--- src/rtl/paper_feed_counter_if.sv ---
// ---------------------------------------------------------------------------
// paper_feed_counter_if: sensor/control inputs and event outputs of the feeder
// Rev 1.0
// ---------------------------------------------------------------------------
`default_nettype none

interface paper_feed_counter_if #(
  parameter int N = 1
);
  logic         sensor;
  logic         enable;
  logic         jam_clr;
  logic [N:0]   count;
  logic         status;
  logic         jam;
  logic         busy;

  modport master (
    output sensor,
    output enable,
    output jam_clr,
    input  count,
    input  status,
    input  jam,
    input  busy
  );

  modport slave (
    input  sensor,
    input  enable,
    input  jam_clr,
    output count,
    output status,
    output jam,
    output busy
  );
endinterface

`default_nettype wire

--- src/rtl/paper_feed_counter.sv ---
// ---------------------------------------------------------------------------
// paper_feed_counter: synchronised, debounced sheet detector with jam/overflow
// Rev 1.0
// ---------------------------------------------------------------------------
`default_nettype none

module paper_feed_counter #(
  parameter int N           = 1,
  parameter int DEBOUNCE    = 4,
  parameter int JAM_CYCLES  = 64,
  parameter int LIMIT       = 4,
  parameter int STATUS_HOLD = 2
) (
  input  logic                 clk,
  input  logic                 rst,
  paper_feed_counter_if.slave  bus
);

  localparam int JW = $clog2(JAM_CYCLES);
  localparam int HW = (STATUS_HOLD < 2) ? 1 : $clog2(STATUS_HOLD + 1);

  localparam logic [7:0]    C_DEB_LAST  = 8'(DEBOUNCE - 1);
  localparam logic [7:0]    C_LIMIT     = 8'(LIMIT);
  localparam logic [JW-1:0] C_JAM_LAST  = JW'(JAM_CYCLES - 1);
  localparam logic [HW-1:0] C_HOLD_LAST = HW'(STATUS_HOLD);
  localparam logic [N:0]    C_EV_SHEET  = (N+1)'(1);
  localparam logic [N:0]    C_EV_JAM    = (N+1)'(2);

  typedef enum logic [2:0] {
    S_IDLE    = 3'd0,
    S_DB_HI   = 3'd1,
    S_PRESENT = 3'd2,
    S_DB_LO   = 3'd3,
    S_OVF     = 3'd4,
    S_JAM     = 3'd5
  } state_e;

  state_e          state_q;
  logic            sync1_q;
  logic            sync2_q;
  logic [7:0]      deb_q;
  logic [JW-1:0]   jcnt_q;
  logic [HW-1:0]   hold_q;
  logic [7:0]      tally_q;
  logic [N:0]      count_q;
  logic            status_q;
  logic            jam_q;
  logic            busy_q;
  logic            sensor_s;

  assign sensor_s = sync2_q;

  always_ff @(posedge clk) begin
    if (rst) begin
      state_q  <= S_IDLE;
      sync1_q  <= 1'b0;
      sync2_q  <= 1'b0;
      deb_q    <= '0;
      jcnt_q   <= '0;
      hold_q   <= '0;
      tally_q  <= '0;
      count_q  <= '0;
      status_q <= 1'b0;
      jam_q    <= 1'b0;
      busy_q   <= 1'b0;
    end else begin
      sync1_q <= bus.sensor;
      sync2_q <= sync1_q;
      count_q <= '0;

      case (state_q)
        S_IDLE: begin
          if (bus.enable && sensor_s) begin
            state_q <= S_DB_HI;
            deb_q   <= 8'd1;
            busy_q  <= 1'b1;
          end
        end

        S_DB_HI: begin
          if (!sensor_s) begin
            state_q <= S_IDLE;
            busy_q  <= 1'b0;
          end else if (deb_q == C_DEB_LAST) begin
            state_q <= S_PRESENT;
            count_q <= C_EV_SHEET;
            jcnt_q  <= '0;
            // Saturate: a jammed final sheet can leave the tally at LIMIT.
            if (tally_q < C_LIMIT) begin
              tally_q <= tally_q + 8'd1;
            end
          end else begin
            deb_q <= deb_q + 8'd1;
          end
        end

        S_PRESENT: begin
          if (jcnt_q == C_JAM_LAST) begin
            state_q <= S_JAM;
            count_q <= C_EV_JAM;
            jam_q   <= 1'b1;
          end else begin
            jcnt_q <= jcnt_q + JW'(1);
            if (!sensor_s) begin
              state_q <= S_DB_LO;
              deb_q   <= 8'd1;
            end
          end
        end

        S_DB_LO: begin
          if (sensor_s) begin
            state_q <= S_PRESENT;
          end else if (deb_q == C_DEB_LAST) begin
            if (tally_q >= C_LIMIT) begin
              state_q  <= S_OVF;
              tally_q  <= '0;
              status_q <= 1'b1;
              hold_q   <= HW'(1);
            end else begin
              state_q <= S_IDLE;
              busy_q  <= 1'b0;
            end
          end else begin
            deb_q <= deb_q + 8'd1;
          end
        end

        S_OVF: begin
          if (hold_q == C_HOLD_LAST) begin
            state_q  <= S_IDLE;
            status_q <= 1'b0;
            busy_q   <= 1'b0;
          end else begin
            hold_q <= hold_q + HW'(1);
          end
        end

        S_JAM: begin
          if (bus.jam_clr && !sensor_s) begin
            state_q <= S_IDLE;
            jam_q   <= 1'b0;
            busy_q  <= 1'b0;
          end
        end

        default: begin
          state_q  <= S_IDLE;
          status_q <= 1'b0;
          jam_q    <= 1'b0;
          busy_q   <= 1'b0;
        end
      endcase
    end
  end

  assign bus.count  = count_q;
  assign bus.status = status_q;
  assign bus.jam    = jam_q;
  assign bus.busy   = busy_q;

endmodule

`default_nettype wire

--- src/flat_wrapper.sv ---
// flat-port wrapper written by rule: the top's interface ports become plain ports
module paper_feed_counter_flat 
#(
  parameter int N           = 1,
  parameter int DEBOUNCE    = 4,
  parameter int JAM_CYCLES  = 64,
  parameter int LIMIT       = 4,
  parameter int STATUS_HOLD = 2
)
  (clk, rst, bus_sensor, bus_enable, bus_jam_clr, bus_count, bus_status, bus_jam, bus_busy);
  paper_feed_counter_if #(.N(N)) bus_i ();
  input  logic clk;
  input  logic rst;
  input wire logic [$bits(bus_i.sensor)-1:0] bus_sensor;
  input wire logic [$bits(bus_i.enable)-1:0] bus_enable;
  input wire logic [$bits(bus_i.jam_clr)-1:0] bus_jam_clr;
  output wire logic [$bits(bus_i.count)-1:0] bus_count;
  output wire logic [$bits(bus_i.status)-1:0] bus_status;
  output wire logic [$bits(bus_i.jam)-1:0] bus_jam;
  output wire logic [$bits(bus_i.busy)-1:0] bus_busy;
  assign bus_i.sensor = bus_sensor;
  assign bus_i.enable = bus_enable;
  assign bus_i.jam_clr = bus_jam_clr;
  assign bus_count = bus_i.count;
  assign bus_status = bus_i.status;
  assign bus_jam = bus_i.jam;
  assign bus_busy = bus_i.busy;
  paper_feed_counter #(.N(N), .DEBOUNCE(DEBOUNCE), .JAM_CYCLES(JAM_CYCLES), .LIMIT(LIMIT), .STATUS_HOLD(STATUS_HOLD)) u_core (.clk(clk), .rst(rst), .bus(bus_i));
endmodule
--- config.mk ---
export PLATFORM = sky130hd
export DESIGN_NAME = paper_feed_counter_flat
export DESIGN_NICKNAME = d
export VERILOG_FILES = /design/src/rtl/paper_feed_counter_if.sv /design/src/rtl/paper_feed_counter.sv /design/src/flat_wrapper.sv
export SDC_FILE = /design/constraint.sdc
export NUM_CORES = 1
export LEC_CHECK = 0
export CAP_MARGIN = 20
export CELL_PAD_IN_SITES_DETAIL_PLACEMENT = 1
export CELL_PAD_IN_SITES_GLOBAL_PLACEMENT = 1
export CORE_MARGIN = 2
export CORE_UTILIZATION = 30
export CTS_BUF_LIST = sky130_fd_sc_hd__clkbuf_2
export CTS_CLUSTER_DIAMETER = 120
export DETAILED_ROUTE_END_ITERATION = 6
export PLACE_DENSITY = 0.53
export SLEW_MARGIN = 0
export SYNTH_ARGS = -nofsm -noshare
export SYNTH_HDL_FRONTEND = slang
export SYNTH_SLANG_ARGS = --single-unit
--- constraint.sdc ---
create_clock -name clk -period 2.7 [get_ports clk]
set_input_delay 0.54 -clock clk [delete_from_list [all_inputs] [get_ports clk]]
set_output_delay 0.54 -clock clk [all_outputs]
set_load 0.02 [all_outputs]
=== After elaboration in Yosys (flattened, before gate mapping) ===
Index checks and enable logic that the tools add are counted.

* Bits in registers: 34
* Bits of input ports: 5
* Output and inout bits: 5

* Add/subtract/negate cells: 4
* Order comparisons: 2
* Equal/unequal tests: 26
* Multiplexer cells: 52
* Bitwise logic cells: 3
* Reduce and logical (&&, ||, !) cells: 18

{| class="wikitable"
|+ Operators with widths
! operator !! number
|-
| 8-bit two-way mux || 12
|-
| 8-bit case mux with 4 select lines || 1
|-
| 3-bit two-way mux || 10
|-
| 6-bit two-way mux || 3
|-
| 2-bit by 1-bit inequality test with 1-bit output (second input constant) || 9
|-
| 3-bit case mux with 6 select lines || 1
|-
| 8-bit by 1-bit adder with 8-bit output (second input constant) || 2
|-
| 8-bit case mux with 2 select lines || 1
|-
| 1-bit two-way mux || 12
|-
| 2-bit two-way mux || 6
|-
| 2-bit inequality test (second input constant) || 6
|-
| 6-bit case mux with 2 select lines || 1
|-
| 6-bit AND reduction || 2
|-
| 5-bit AND reduction || 2
|-
| 8-bit by 2-bit equality test with 1-bit output (second input constant) || 1
|-
| 8-bit by 3-bit greater-or-equal comparator with 1-bit output (second input constant) || 1
|-
| 8-bit by 3-bit < comparator with 1-bit output (second input constant) || 1
|-
| 2-bit case mux with 2 select lines || 2
|-
| 8-bit AND reduction || 1
|-
| 4-bit OR reduction || 2
|-
| 7-bit AND reduction || 1
|-
| 6-bit by 1-bit adder with 6-bit output (second input constant) || 1
|-
| 3-bit by 2-bit equality test with 1-bit output (second input constant) || 2
|-
| 3-bit equality test (second input constant) || 2
|-
| 16 further kinds || 23
|}

=== Longest topological paths before layout ===
* Depth after elaboration: 5
* Gate-level depth with buffers: 6
* Depth with buffers taken out: 6

=== Least setup slack after synthesis ===
No wires, ideal clock.

* Kind: input port to flip-flop
* Start point: in rst
* End point: reg u_core.deb_q[5]
* Setup time: 0.074 ns
* Data arrival time: 1.735 ns
* Data required time: 2.626 ns
* Path slack: 0.890 ns
* Stages: 5
* Buffers on the path: 1
* Cell sequence: buf_2 > or3b_4 > a211o_1 > or3_1 > o21ai_0

{| class="wikitable"
|+ RTL lines
! element !! line !! RTL
|-
| start, declared || flat_wrapper.sv:13 || <nowiki>input logic rst;</nowiki>
|-
| end signal, assigned || paper_feed_counter.sv:93 || <nowiki>deb_q <= deb_q + 8'd1;</nowiki>
|-
| end signal, assigned || paper_feed_counter.sv:125 || <nowiki>deb_q <= deb_q + 8'd1;</nowiki>
|-
| end, declared || paper_feed_counter.sv:41 || <nowiki>logic [7:0] deb_q;</nowiki>
|}

=== Worst setup path after layout ===
* Start point: reg u_core.deb_q[0]
* End point: reg u_core.tally_q[0]

* Word-level cells in the longest chain between the ends: 3

{| class="wikitable"
|+ RTL lines
! element !! line !! RTL
|-
| 8-bit by 2-bit equality test with 1-bit output (*) || paper_feed_counter.sv:84, paper_feed_counter.sv:114 ||
|-
| 2-bit by 1-bit inequality test with 1-bit output (no line) || -- ||
|-
| 7-bit AND reduction (no line) (*) || -- ||
|-
| end signal, assigned || paper_feed_counter.sv:90 || <nowiki>tally_q <= tally_q + 8'd1;</nowiki>
|-
| end, declared || paper_feed_counter.sv:44 || <nowiki>logic [7:0] tally_q;</nowiki>
|}

Mark *: on every way between the ends. The rest lies on a longest branch, timed or not.
A chain may end at the register's enable or synchronous reset.

==> metrics <==
floorplan row count=28; DR vias=1702; GPL Wtd Cong=0.827; Slew HR=0.497; outcome=complete, no violations; global-route wire length before repair=8.65 mm; share of power burned in combinational logic=0.074; Final Non-Filler Cells=299; worst r2r path cells=5; placed insts=291; max-slew violation count=0; Max Freq=467 MHz; setup TNS=0 ns; vias in the first global route=1688; number of synthesized flops with an enable pin=0; share of total power in the clock network=0.294; Final Hold Slack=0.465 ns; Die X=83.5 um; Hold Crit Class=reg -> reg; total CTS buffers=5; DR vias/cell=5.69; Final Cycle Share=0.793; Max Cap Viol=0; Switching Share=0.271; hpwl dp=3.80 mm; Ports=10; overall power=820 uW; Mean Syn Cell Area=8.82 um2; reg-to-reg endpoint=u_core.tally_q[0]$_SDFFE_PP0P_; root buf cell=clkbuf_2; Seq/Total Area, Yosys=0.359; area of the core region=0.00603 mm2; top_reg_cell synth=dfxtp_1; area delta synth->final=9.97%; fin crit period=2.14 ns; Leak=0.696 nW; Critical Path End Type=register; Routed Wire Length=5.19 mm; commonest non-fill, non-tap cell in the layout=dfxtp_1; hold path depth=1; Unique masters post-synth=59; TritonCTS clock tree=done; Worst Path Arrival=2.40 ns; DIE HEIGHT=83.5 um; Reg area=681 um2; die area=0.00697 mm2; Max clock buf depth=2; postcts setup bufs=0; Setup WS pre-CTS=0.422 ns; most frequent cells in the layout=dfxtp_1 (34), nand2_1 (18), a21oi_1 (12); Critical Path RT=2.96 ns; final hold vios=0; Post-Route Utilization=0.346; CP Cell Sequence=ha_1 -> nor4b_4 -> nand2_1 -> o311ai_0 -> mux2i_1; IO buf count=9; highest-delay cell along the critical path=o311ai_0; Cell Int Power=597 uW; largest net degree at the start of global routing=27; H-tree levels=2; insertion delay to the later sink of the worst-skew pair=0.38 ns; Critical Path Fanout Max=7; residual overflow from global routing=0; multi-input combinational cell area=0.00113 mm2; cells after synthesis=215; CTS resizes=0; initial antenna violation count=0; fill count=725; critical path type=reg -> reg; peak supply drop=0.000163 V; Seq pwr share=0.632; number of diodes=0; ratio of cells with drive above 1 in the final layout=0.0938; R2R Setup Slk=0.56 ns; Final #Nets=233; Worst-Margin Slew=0.748 ns; skew final=0.0113 ns; Psw=222 uW; Worst Hold Endpoint=u_core.sensor_s$_SDFF_PP0_; Mapped Nets=225; synthesized cell area=0.00190 mm2; PD cells=393 mW/mm2; first drt pass iteration count=4; Total Routing Usage GR=0.153; final setup fails=0; hold_sp=u_core.sync1_q$_SDFF_PP0_; hold_buf cts=0; YS warnings=0; DRC viols=0; clk slew on worst S/H paths=0.18 ns; crit start category=register; Routed WL per cell=17.4 um; effective utilization at floorplan=0.315; antenna-violating nets left=0; unrepaired setup endpoints after global routing=false; clock sinks=34; 1st-iter DRT viols=164; worst r2r src=u_core.deb_q[0]$_SDFFE_PP0P_; Finished Cell Area=0.00208 mm2; flops & latches, synth=34; CP peak stage delay=0.47 ns; placed cell area=0.00205 mm2; fraction of registers with async set/reset=0; Final WS setup=0.558 ns
-- Yosys cell counts (all sizes together) (4+ instances only) --
cell type   n  share of area
dfxtp      34           0.36
nand2      18          0.036
a21oi      12          0.032
nor2       11          0.022
nand3      10          0.026
inv         8          0.016
nor3        7          0.026
nor3b       7          0.034
o311ai      7          0.032
buf         6          0.020
o211ai      6          0.024
a211oi      5          0.020
and3        5          0.017
clkbuf      5         0.0099
ha          5          0.033
nor2b       5          0.017
o21ai       5          0.013
mux2i       4          0.021
-- logic make-up after synthesis --
| group | count (synthesis) | share of synthesized area |
|---|---|---|
| adders and majority gates | 5 | 0.0330 |
| xor gates and xnor gates | 4 | 0.0185 |
| muxes | 4 | 0.0211 |
| buffers and inverters | 19 | 0.0455 |
| AOI/OAI and AO/OA | 62 | 0.238 |
| DFF | 34 | 0.359 |
| and+or+nand+nor | 87 | 0.285 |
-- layer usage --
metal	GRT usage	wire length, um
met1	0.200	2450
met2	0.253	2520
met4	0.0440	55
met5	0	0
met3	0.0336	168
-- cell type report --
cell class | count | area share
flip-flops and latches | 34 | 0.327
well taps | 75 | 0.0450
clock buffers | 6 | 0.0144
inverters | 8 | 0.0144
multi-input cells | 162 | 0.541
clock inverters | 2 | 0.00420
repair buffers | 12 | 0.0540
-- worst max-delay path, delay by kind of cell, from the launching register on --
kind	cells	cell delay [ns]
flip-flops	1	0.43
AO/OA/AOI/OAI	1	0.47
multiplexers	1	0.13
AND/OR/NAND/NOR	2	0.73
adder cells (fa/ha/maj)	1	0.27
-- worst max path at each step --
stage / cells after the start / start / endpoint
2_1_floorplan: 5 / rst / u_core.deb_q[5]$_SDFFE_PP0P_
3_3_place_gp: 5 / rst / u_core.deb_q[4]$_SDFFE_PP0P_
3_5_place_dp: 5 / rst / u_core.deb_q[4]$_SDFFE_PP0P_
4_1_cts: 5 / u_core.deb_q[0]$_SDFFE_PP0P_ / u_core.tally_q[0]$_SDFFE_PP0P_
5_1_grt: 5 / u_core.deb_q[0]$_SDFFE_PP0P_ / u_core.tally_q[0]$_SDFFE_PP0P_
6_report: 5 / u_core.deb_q[0]$_SDFFE_PP0P_ / u_core.tally_q[0]$_SDFFE_PP0P_
-- power by group through the flow --
stage	combinational [mW]	clock [mW]	sequential (mW)
finish	0.0604	0.241	0.518
global route	0.0665	0.279	0.521
CTS	0.0606	0.256	0.519
detailed placement	0.0602	0	0.529
global placement	0.0596	0	0.529
floorplan	0.0416	0	0.525
-- flip-flops by register name (all words and copies together) (netlist names) --
| register | cells |
|---|---|
| u_core.bus.jam | 1 |
| u_core.jcnt_q | 6 |
| u_core.bus.busy | 1 |
| u_core.bus.count | 2 |
| u_core.sensor_s | 1 |
| u_core.tally_q | 8 |
| u_core.state_q | 3 |
| u_core.hold_q | 2 |
| u_core.bus.status | 1 |
| u_core.deb_q | 8 |
| u_core.sync1_q | 1 |
No activity file was read; power rests on OpenSTA's default activity.
